[src/rtl/mdu_if.sv]
// Command/result bundle between the execute-stage controller and the
// sequential multiply/divide unit.
interface mdu_if #(
    parameter int WIDTH = 32
);
    logic             start;
    logic [2:0]       op;
    logic [WIDTH-1:0] rs_data;
    logic [WIDTH-1:0] rt_data;
    logic             busy;
    logic             done;
    logic [WIDTH-1:0] hi;
    logic [WIDTH-1:0] lo;

    modport master (
        output start, op, rs_data, rt_data,
        input  busy, done, hi, lo
    );

    modport slave (
        input  start, op, rs_data, rt_data,
        output busy, done, hi, lo
    );
endinterface

[src/rtl/mdu_seq.sv]
// Multi-cycle multiply/divide unit with architectural HI/LO registers:
// shift-add multiply (LSB first) and restoring divide (MSB first) on magnitudes.
module mdu_seq #(
    parameter int WIDTH = 32,
    parameter int CNT_W = $clog2(WIDTH + 1)
) (
    input  logic  clk,
    input  logic  reset,
    mdu_if.slave  bus
);
    localparam logic [1:0] ST_IDLE   = 2'd0;
    localparam logic [1:0] ST_CALC   = 2'd1;
    localparam logic [1:0] ST_FINISH = 2'd2;

    localparam logic [2:0] OP_MTHI = 3'b100;
    localparam logic [2:0] OP_MTLO = 3'b101;

    localparam logic [CNT_W-1:0] CNT_LOAD = CNT_W'(WIDTH);

    logic [1:0]         r_state;
    logic [CNT_W-1:0]   r_cnt;
    logic               r_is_div;
    logic               r_neg_q;
    logic               r_neg_r;
    logic               r_div0;
    logic [WIDTH-1:0]   r_opnd;
    logic [2*WIDTH-1:0] r_acc;
    logic [WIDTH:0]     r_rem;
    logic               r_busy;
    logic               r_done;
    logic [WIDTH-1:0]   r_hi;
    logic [WIDTH-1:0]   r_lo;

    logic               w_is_muldiv;
    logic               w_rs_neg;
    logic               w_rt_neg;
    logic [WIDTH-1:0]   w_rs_mag;
    logic [WIDTH-1:0]   w_rt_mag;
    logic [WIDTH:0]     w_mul_sum;
    logic [WIDTH:0]     w_div_shift;
    logic [WIDTH:0]     w_div_diff;
    logic               w_div_fits;
    logic [2*WIDTH-1:0] w_prod;
    logic [WIDTH-1:0]   w_quo;
    logic [WIDTH-1:0]   w_rem;

    assign w_is_muldiv = (bus.op[2] == 1'b0);
    assign w_rs_neg    = bus.op[0] & bus.rs_data[WIDTH-1];
    assign w_rt_neg    = bus.op[0] & bus.rt_data[WIDTH-1];
    assign w_rs_mag    = w_rs_neg ? -bus.rs_data : bus.rs_data;
    assign w_rt_mag    = w_rt_neg ? -bus.rt_data : bus.rt_data;

    // Multiply: r_acc = {partial product, remaining multiplier bits}.
    assign w_mul_sum   = {1'b0, r_acc[2*WIDTH-1:WIDTH]}
                       + (r_acc[0] ? {1'b0, r_opnd} : {(WIDTH+1){1'b0}});

    // Divide: dividend shifts out of r_acc's low half while quotient bits shift in.
    assign w_div_shift = {r_rem[WIDTH-1:0], r_acc[WIDTH-1]};
    assign w_div_diff  = w_div_shift - {1'b0, r_opnd};
    assign w_div_fits  = ~w_div_diff[WIDTH];

    // A zero divisor leaves the dividend magnitude as remainder; re-signing it
    // restores the raw dividend, so only the quotient needs overriding.
    assign w_prod = r_neg_q ? -r_acc : r_acc;
    assign w_quo  = r_div0 ? {WIDTH{1'b1}}
                  : (r_neg_q ? -r_acc[WIDTH-1:0] : r_acc[WIDTH-1:0]);
    assign w_rem  = r_neg_r ? -r_rem[WIDTH-1:0] : r_rem[WIDTH-1:0];

    always_ff @(posedge clk or posedge reset) begin
        if (reset) begin
            r_state  <= ST_IDLE;
            r_cnt    <= '0;
            r_is_div <= 1'b0;
            r_neg_q  <= 1'b0;
            r_neg_r  <= 1'b0;
            r_div0   <= 1'b0;
            r_opnd   <= '0;
            r_acc    <= '0;
            r_rem    <= '0;
            r_busy   <= 1'b0;
            r_done   <= 1'b0;
            r_hi     <= '0;
            r_lo     <= '0;
        end else begin
            r_done <= 1'b0;
            case (r_state)
                ST_IDLE: begin
                    if (bus.start) begin
                        if (w_is_muldiv) begin
                            r_state  <= ST_CALC;
                            r_busy   <= 1'b1;
                            r_cnt    <= CNT_LOAD;
                            r_is_div <= bus.op[1];
                            r_neg_q  <= w_rs_neg ^ w_rt_neg;
                            r_neg_r  <= w_rs_neg;
                            r_div0   <= bus.op[1] && (bus.rt_data == '0);
                            r_opnd   <= bus.op[1] ? w_rt_mag : w_rs_mag;
                            r_acc    <= {{WIDTH{1'b0}}, (bus.op[1] ? w_rs_mag : w_rt_mag)};
                            r_rem    <= '0;
                        end else if (bus.op == OP_MTHI) begin
                            r_hi <= bus.rs_data;
                        end else if (bus.op == OP_MTLO) begin
                            r_lo <= bus.rs_data;
                        end
                    end
                end
                ST_CALC: begin
                    if (r_is_div) begin
                        r_rem <= w_div_fits ? w_div_diff : w_div_shift;
                        r_acc <= {r_acc[2*WIDTH-1:WIDTH], r_acc[WIDTH-2:0], w_div_fits};
                    end else begin
                        r_acc <= {w_mul_sum, r_acc[WIDTH-1:1]};
                    end
                    r_cnt <= r_cnt - 1'b1;
                    if (r_cnt == CNT_W'(1)) begin
                        r_state <= ST_FINISH;
                    end
                end
                ST_FINISH: begin
                    r_state <= ST_IDLE;
                    r_busy  <= 1'b0;
                    r_done  <= 1'b1;
                    if (r_is_div) begin
                        r_hi <= w_rem;
                        r_lo <= w_quo;
                    end else begin
                        r_hi <= w_prod[2*WIDTH-1:WIDTH];
                        r_lo <= w_prod[WIDTH-1:0];
                    end
                end
                default: r_state <= ST_IDLE;
            endcase
        end
    end

    assign bus.busy = r_busy;
    assign bus.done = r_done;
    assign bus.hi   = r_hi;
    assign bus.lo   = r_lo;
endmodule
[src/flat_wrapper.sv]
// flat-port wrapper written by rule: the top's interface ports become plain ports
module mdu_seq_flat 
#(
    parameter int WIDTH = 32,
    parameter int CNT_W = $clog2(WIDTH + 1)
)
  (clk, reset, bus_start, bus_op, bus_rs_data, bus_rt_data, bus_busy, bus_done, bus_hi, bus_lo);
  mdu_if #(.WIDTH(WIDTH)) bus_i ();
  input  logic clk;
  input  logic reset;
  input wire logic [$bits(bus_i.start)-1:0] bus_start;
  input wire logic [$bits(bus_i.op)-1:0] bus_op;
  input wire logic [$bits(bus_i.rs_data)-1:0] bus_rs_data;
  input wire logic [$bits(bus_i.rt_data)-1:0] bus_rt_data;
  output wire logic [$bits(bus_i.busy)-1:0] bus_busy;
  output wire logic [$bits(bus_i.done)-1:0] bus_done;
  output wire logic [$bits(bus_i.hi)-1:0] bus_hi;
  output wire logic [$bits(bus_i.lo)-1:0] bus_lo;
  assign bus_i.start = bus_start;
  assign bus_i.op = bus_op;
  assign bus_i.rs_data = bus_rs_data;
  assign bus_i.rt_data = bus_rt_data;
  assign bus_busy = bus_i.busy;
  assign bus_done = bus_i.done;
  assign bus_hi = bus_i.hi;
  assign bus_lo = bus_i.lo;
  mdu_seq #(.WIDTH(WIDTH), .CNT_W(CNT_W)) u_core (.clk(clk), .reset(reset), .bus(bus_i));
endmodule
[config.mk]
export PLATFORM = sky130hd
export DESIGN_NAME = mdu_seq_flat
export DESIGN_NICKNAME = d
export VERILOG_FILES = /design/src/rtl/mdu_if.sv /design/src/rtl/mdu_seq.sv /design/src/flat_wrapper.sv
export SDC_FILE = /design/constraint.sdc
export NUM_CORES = 1
export LEC_CHECK = 0
export BUFFER_PORTS_ARGS = -buffer_cell sky130_fd_sc_hd__buf_2
export CAP_MARGIN = 20
export CORE_MARGIN = 1.5
export CORE_UTILIZATION = 40
export CTS_CLUSTER_DIAMETER = 80
export DETAILED_ROUTE_END_ITERATION = 6
export MAX_ROUTING_LAYER = met4
export SETUP_SLACK_MARGIN = 0.1
export SLEW_MARGIN = 10
export SYNTH_ARGS = -nofsm -noshare
export SYNTH_HDL_FRONTEND = slang
export SYNTH_SLANG_ARGS = --single-unit
export TNS_END_PERCENT = 50
[constraint.sdc]
create_clock -name clk -period 13.9 [get_ports clk]
set_input_delay 2.78 -clock clk [delete_from_list [all_inputs] [get_ports clk]]
set_output_delay 2.78 -clock clk [all_outputs]
set_load 0.05 [all_outputs]
==> metrics.yaml, run 1 <==
status:
  status: "complete, but fails checks"
  violations: "DRC"
power_and_ir_drop:
  p_int_w: 0.002356
  p_seq_share_pct: 24.9
  p_total_w: 0.004912
  pwr-share-clk_pct: 14.3
  power.static_leakage_nw: 8.002
  p_comb_share_pct: 60.8
  swShare_pct: 52.04
  ir_worst_vdd_uv: 110.9
  switching_power_w: 0.002556
  p_per_area_nw_per_um2: 265.5
setup_path:
  crit_fanout: 6
  worst_ep_arrival_time_ps: 5640
  critPathLaunch: "bus_rs_data[4]"
  critPathLaunchType: "input port"
  cp_data_required_time_ps: 14310
  r2r-start: "u_core.r_acc[31]"
  cp-end-kind: "flop"
  critical_path_class: "in2reg"
yosys:
  synth_fa_ha_area_share_pct: 5.532
  synth-edff-count: 0
  ys_ff_latch: 206
  synth_cell_type_count: 79
  yosys.area.top_type: "dfrtp_1"
  synth_commonest_cells: "241 x nand2_1, 238 x o21ai_0, 206 x dfrtp_1"
  synth_compound_area_share_pct: 23.72
  synth_top_family_by_area: "compound AO/OA/AOI/OAI gates"
  synth_mux_area_share_pct: 4.112
  async_reset_ff_share_pct: 100.0
  postSynthNetCount: 2231
  netlist_instances: 2089
  synth_ff_type: "dfrtp_1"
  synth-xor-area-share_pct: 10.74
  syn-cell-area_sq_um: 16550
  yosys.area_share.simple_pct: 20.03
  synth_top_area_share_pct: 31.14
  synth_most_common_cell: "nand2_1"
  synth_area_leaders: "dfrtp_1 31%, o21ai_0 7.2%, xor2_1 6.0%, nand2_1 5.5%, ha_1 5.3%"
  synth_warnings: 0
  ys_seq_area_share_pct: 31.14
  avgSynthCellArea_sq_um: 7.925
floorplanning:
  io_pins: 136
  rows: 74
  die_x_um: 206.4
  die_h_um: 206.4
  core-area_sq_um: 40830
  initial_utilization_pct: 40.54
  dieArea_sq_um: 42620
clocking:
  ctsLongestPathBuffers: 3
  clk_latency_ps: 560
  cts_inserted_buffers: 27
  cts.sinks: 206
  cts-root-buf: "clkbuf_16"
  post_cts_resized: 0
  cts-htree-levels: 1
  clkSlewWorstSetupHoldPaths_ps: 60
  post-cts-setup-buffers: 0
  cts_hold_buf: 0
  tritoncts: "done"
sta:
  fin_crit_sh_pct: 37.61
  final_hold_viol_count: 0
  finalCriticalPeriod_ps: 5228
  grt_setup_unrepaired: "no"
  setup_tns_ps: 0
  clock.fmax_ghz: 0.1913
  hold_slack_ps: 481.6
  setup_viol: 0
  tightest_slew_ps: 1108
  clock_skew_ps: 20.79
  slew_headroom_pct: 25.93
  drv_slew: 0
route:
  via_per_inst: 6.049
  drcViolationCount: 5
  dr.pass1.iters: 7
  vias: 16340
  wl_per_cell_um: 23.14
  finalWirelength_um: 62530
  ant_nets: 0
  drt_iter0_markers: 1586
placed_design:
  postPlaceCellArea_sq_um: 17610
  dpl.hpwl_um: 47390
  port_buffers: 135
  place_congestion: 0.9810
cells_and_area:
  drive_above_1_share_pct: 11.29
  areaGrowthSynthToFinish_pct: 11.76
  final_cell_area_sq_um: 18500
  antennaDiodeCount: 0
  nNetsFinal: 2293
hold_path:
  hp-class: "reg2reg"
  min_from: "u_core.r_opnd[12]"
global_route:
  gr-total-overflow: 0
  grt_start_max_net_pins: 100
  antenna_found_initial: 1
  grt_first_pass_wirelength_um: 93360
  grt_use_total_pct: 29.90
  grt_pass1_vias: 15000
job:
  maxCapViolCount: 0
==> worst max-delay path: stages <==
cell      delay, ps
buf_2           150
or3_1           410
nor3b_1         580
nand3_1         420
o21ai_0         510
nand2_1         120
xor2_1          170
and2_1          160
a211oi_1        230
o31ai_1         110
==> cell type report <==
cell class                      count  area, sq um
Fill cell                        4111        22330
Multi-Input combinational cell   1687        10670
Sequential cell                   206         5157
Timing Repair Buffer              160        863.3
Clock buffer                       42        822.0
Tap cell                          532        665.6
Inverter                           69        266.5
Clock inverter                      6        58.81
==> through the flow <==
step | setup WS (ps) | std cells | util, %
after floorplan | 5496 | 2089 | -
final | 8672 | 2702 | 45.31
after global routing | 8357 | 2702 | 45.31
after CTS | 8699 | 2701 | 45.29
after detailed placement | 8142 | 2653 | 43.14
after global placement | 8163 | 2653 | 43.14
==> kinds of logic after synthesis <==
| kind of cell | Yosys count |
|---|---|
| compound gates | 634 |
| xor+xnor | 203 |
| fa+ha+maj | 72 |
| buf+inv | 196 |
| flops | 206 |
| mux | 67 |
| simple gates | 711 |
==> metal layers <==
layer  routed length (um)  up-vias  GRT usage [%]
met2                26740      707          42.70
met3                 5565      129          6.134
met1                27690     7862          41.30
met5                    0        -              -
met4                 2532        0          11.21
li1                     -     7646              -
==> worst paths after layout <==
path	endpoint	slack, ps	depth (start not counted)
max reg2reg	u_core.r_rem[0]	9480	13
max	u_core.r_acc[30]	8670	10
min reg2reg	u_core.r_opnd[12]	480	2
min in group asynchronous	u_core.r_rem[30]	2300	2
min	u_core.r_opnd[12]	480	2
max in group asynchronous	u_core.r_is_div	10100	3
==> power groups by stage <==
stage | combinational (W) | sequential (W) | clock, W
floorplan | 0.00194 | 0.00141 | 0
global placement | 0.00292 | 0.00122 | 0
detailed placement | 0.00296 | 0.00122 | 0
CTS | 0.00297 | 0.00121 | 0.000709
global route | 0.00327 | 0.00126 | 0.000732
finish | 0.00299 | 0.00122 | 0.000701
==> state kept, by name, summed over array words and instances (netlist names), 2 cells and up <==
signal / flops
u_core.r_acc: 64
u_core.bus.hi: 32
u_core.bus.lo: 32
u_core.r_opnd: 32
u_core.r_rem: 32
u_core.r_cnt: 6
u_core.r_state: 2
==> placed cells by master, fill, tap and decap left out, types with 25 or more instances in the layout <==
cell type and instances:
xor2_1 113, o21ai_0 238, mux2i_1 59, inv_1 67, buf_4 25, a21o_1 30
ha_1 70, dfrtp_1 204, xnor2_1 90, o31ai_1 42, nor2_1 199, clkbuf_16 27
buf_2 135, nor3_1 26, nand2_1 240, a21oi_1 150, nand3_1 90
(Power assumes the default switching activity.)
==> run 2, diff against run 1 <==
clock period = 4.6 ns   (was 13.9 ns; I/O delays follow)
==> metrics.yaml, run 2 (synthesis results as in run 1) <==
cells_and_area:
  nNetsFinal: 2308
  areaGrowthSynthToFinish_pct: 13.16
  layout_commonest_cell: "nand2_1"
  antennaDiodeCount: 0
  largest_register_ffs: 64
  final_cell_mix: "240 x nand2_1, 238 x o21ai_0, 204 x dfrtp_1, 199 x nor2_1, 150 x a21oi_1"
  top_register: "u_core.r_acc"
  drive_above_1_share_pct: 12.07
  n_fill_cell: 4060
floorplanning:
  io_pins: 136
  die_h_um: 206.4
  rows: 74
  dieArea_sq_um: 42620
  initial_utilization_pct: 40.54
  die_x_um: 206.4
  core-area_sq_um: 40830
setup_path:
  reg2regPathDepth: 13
  r2r-start: "u_core.r_acc[0]"
  critPathLaunchType: "flop"
  slowest_stage: "o311ai_0"
  r2r_setup_slack_ps: 450
  cp-end-kind: "flop"
  worstReg2RegEnd: "u_core.r_acc[63]"
  slowest_delay_ps: 520
  path_cells: "inv_1, buf_4, nor2_1, ha_1, o21ai_0, a21o_1, a211oi_1, o311ai_0, a21oi_1, a311oi_1, o21ai_0, a2111oi_0, a21oi_1"
  critPathBufInv: 2
  critical_path_class: "reg2reg"
  worst_ep_arrival_time_ps: 4580
  cp_top_family: "compound AO/OA/AOI/OAI gates"
  crit_fanout: 14
  cp_data_required_time_ps: 5030
clocking:
  tritoncts: "done"
  cts_inserted_buffers: 28
  cts-root-buf: "clkbuf_16"
  clkSlewWorstSetupHoldPaths_ps: 60
  cts.sinks: 206
  clk_latency_ps: 570
  post_cts_resized: 0
  post-cts-setup-buffers: 0
  ctsLongestPathBuffers: 3
  cts_hold_buf: 0
  cts-htree-levels: 1
sta:
  setup_viol: 0
  finalCriticalPeriod_ps: 4149
  setup_tns_ps: 0
  final_hold_viol_count: 0
  clock.fmax_ghz: 0.2410
  drv_slew: 0
  clock_skew_ps: 11.88
  slew_headroom_pct: 26.10
  hold_slack_ps: 479.2
  grt_setup_unrepaired: "no"
  layout_setup_ws_ps: 451.0
  tightest_slew_ps: 1109
  fin_crit_sh_pct: 90.20
placed_design:
  dp_worst_setup_slack_ps: 563.0
  place_congestion: 1.010
  port_buffers: 135
  dpl.hpwl_um: 49530
global_route:
  grt_pass1_vias: 15160
  grt_use_total_pct: 30.55
  grt_start_max_net_pins: 100
  gr-total-overflow: 0
  grt_first_pass_wirelength_um: 94640
  antenna_found_initial: 1
power_and_ir_drop:
  power.static_leakage_nw: 8.117
  ir_worst_vdd_uv: 312.9
  p_per_area_nw_per_um2: 814.3
route:
  drt_iter0_markers: 1790
  wl_per_cell_um: 23.63
  vias: 16440
  via_per_inst: 6.044
  drcViolationCount: 0
  finalWirelength_um: 64260
  ant_nets: 0
  dr.pass1.iters: 6
status:
  status: "completed"
job:
  maxCapViolCount: 0
hold_path:
  whs_path_depth: 1
  min_from: "u_core.r_opnd[29]"
  hp-class: "reg2reg"
  min_to: "u_core.r_opnd[29]"
[run 2: cell count changes in the layout (fill, tap and decap cells not counted), sizes merged]
cell	change
buf	+14
bufinv	+2
clkbuf	+1
clkinv	-1
clkinvlp	+3
inv	-1
[run 2: worst max-delay path by stage]
stage | startpoint | endpoint | depth (start not counted) | slack (ps)
final | u_core.r_acc[0] | u_core.r_acc[63] | 13 | 450
after global routing | u_core.r_acc[0] | u_core.r_acc[63] | 13 | 160
after CTS | u_core.r_acc[0] | u_core.r_acc[63] | 12 | 550
after detailed placement | u_core.r_acc[0] | u_core.r_acc[63] | 12 | 560
after global placement | u_core.r_acc[0] | u_core.r_acc[63] | 12 | 490
after floorplan | reset | u_core.bus.busy | 1 | 1010
[run 2: layout make-up]
class	instances	area, sq um	share of cell area, %
Multi-Input combinational cell	1687	10670	56.97
Sequential cell	206	5157	27.53
Clock inverter	9	125.1	0.6679
Inverter	69	262.8	1.403
Tap cell	532	665.6	3.553
Timing Repair Buffer	174	980.9	5.236
Clock buffer	43	868.3	4.635
[run 2: metrics by stage]
| step | utilization (%) | instance area [sq um] | power [W] | std cells |
|---|---|---|---|---|
| 2_1_floorplan | - | 16560 | 0.01013 | 2089 |
| 3_3_place_gp | 43.45 | 17740 | 0.01261 | 2668 |
| 3_5_place_dp | 43.45 | 17740 | 0.01275 | 2668 |
| 4_1_cts | 45.88 | 18730 | 0.01513 | 2720 |
| 5_1_grt | 45.88 | 18730 | 0.01626 | 2720 |
| 6_report | 45.88 | 18730 | 0.01525 | 2720 |
[run 2: power by group]
part           internal, W  switching, W  total, W  leakage (nW)
combinational      0.00325       0.00587   0.00912          5.10
clock              0.00146      0.000887   0.00234         0.486
sequential         0.00265       0.00114   0.00379          2.53
[run 2: routing by layer]
layer	up-vias	GRT usage, %	part of all wire (%)	routed length (um)
met2	634	42.07	41	26560
met4	0	11.93	3.9	2502
li1	7673	-	-	-
met5	-	-	0	0
met3	111	7.474	8.6	5557
met1	8023	42.55	46	29640
==> run 3, diff against run 2 <==
PLACE_DENSITY_LB_ADDON = 0.2   (was unset)
==> metrics.yaml, run 3 (synthesis results as in run 1) <==
power_and_ir_drop:
  p_per_area_nw_per_um2: 811.6
  power.static_leakage_nw: 8.123
  ir_worst_vdd_uv: 382.2
setup_path:
  critPathLaunchType: "flop"
  cp_data_required_time_ps: 5040
  cp-end-kind: "flop"
  critical_path_class: "reg2reg"
  crit_fanout: 15
  worst_ep_arrival_time_ps: 4460
floorplanning:
  io_pins: 136
  dieArea_sq_um: 42620
  rows: 74
  initial_utilization_pct: 40.54
  core-area_sq_um: 40830
  die_x_um: 206.4
  die_h_um: 206.4
route:
  finalWirelength_um: 62540
  dr.pass1.iters: 5
  wl_per_cell_um: 22.99
  vias: 16440
  ant_nets: 0
  drt_iter0_markers: 1734
  via_per_inst: 6.043
  drcViolationCount: 0
sta:
  setup_viol: 0
  final_hold_viol_count: 0
  fin_crit_sh_pct: 87.46
  setup_tns_ps: 0
  clock_skew_ps: 17.66
  tightest_slew_ps: 1087
  clock.fmax_ghz: 0.2486
  drv_slew: 0
  slew_headroom_pct: 27.56
  finalCriticalPeriod_ps: 4023
  grt_setup_unrepaired: "no"
cells_and_area:
  top_register: "u_core.r_acc"
  drive_above_1_share_pct: 12.25
  nNetsFinal: 2309
  final_cells: 2721
  layout_commonest_cell: "nand2_1"
  areaGrowthSynthToFinish_pct: 13.39
  largest_register_ffs: 64
  final_cell_mix: "240 x nand2_1, 238 x o21ai_0, 204 x dfrtp_1, 199 x nor2_1, 150 x a21oi_1"
global_route:
  grt_use_total_pct: 30.06
  grt_pass1_vias: 15060
  grt_first_pass_wirelength_um: 93710
  gr-total-overflow: 0
  antenna_found_initial: 1
  grt_start_max_net_pins: 169
clocking:
  clk_latency_ps: 580
  cts_inserted_buffers: 27
  cts_hold_buf: 0
  cts-root-buf: "clkbuf_16"
  tritoncts: "done"
  clkSlewWorstSetupHoldPaths_ps: 60
  post-cts-setup-buffers: 0
  ctsLongestPathBuffers: 3
  post_cts_resized: 0
  cts.sinks: 206
  cts-htree-levels: 1
hold_path:
  hp-class: "reg2reg"
placed_design:
  dp_cells: 2668
  place_congestion: 0.9923
  port_buffers: 135
  dpl.hpwl_um: 47150
job:
  maxCapViolCount: 0
status:
  status: "completed"
==> run 3: cell type report <==
cell class                 count  area, sq um
sequential                   206         5157
inverter                      69        262.8
clock inverter                19        265.3
timing repair buffer         176         1025
fill                        4075        22060
multi-input combinational   1687        10670
clock buffer                  31        720.7
tap                          532        665.6
antenna                        1        2.502
==> run 3: final timing paths <==
kind                                   from          endpoint  slack [ps]  cells past startpoint
max in group asynchronous             reset   u_core.r_is_div        3120                      3
setup / recovery            u_core.r_acc[0]  u_core.r_acc[63]         580                     13
hold reg to reg            u_core.bus.hi[3]  u_core.bus.hi[3]         480                      2
hold / removal             u_core.bus.hi[3]  u_core.bus.hi[3]         480                      2
setup reg to reg            u_core.r_acc[0]  u_core.r_acc[63]         580                     13
min in group asynchronous             reset  u_core.r_rem[27]         540                      3
==> run 3: critical path, cell delays in order (launching register included) <==
cell and delay (ps):
dfrtp_1 440, inv_1 420, buf_4 320, nor2_1 70, ha_1 370, and4_1 230, a31o_2 220, o311ai_0 360
buf_4 190, a21oi_1 110, a311oi_1 440, o21ai_0 220, a2111oi_0 420, a21oi_1 70
==> run 3: through the flow <==
step	setup WS, ps	power [W]	cell area [sq um]	util [%]	hold slack, ps
floorplan	1008	0.01013	16560	-	449.7
global placement	680.7	0.01255	17750	43.48	456.3
detailed placement	585.5	0.01270	17750	43.48	468.6
CTS	588.3	0.01513	18740	45.89	483.0
global route	108.6	0.01629	18770	45.97	514.6
finish	576.9	0.01524	18770	45.97	477.0
==> run 3: report_power, final <==
part,switching [W],total [W],internal (W)
registers,0.00112,0.00377,0.00265
clock network,0.000929,0.00239,0.00146
logic,0.00578,0.00908,0.00329
total,0.00784,0.0152,0.00740
==> run 3: layer usage <==
metal,wire length (um),track usage (%)
met5,0,-
met4,2494,11.67
met3,5699,5.030
met2,26680,43.37
met1,27680,41.73
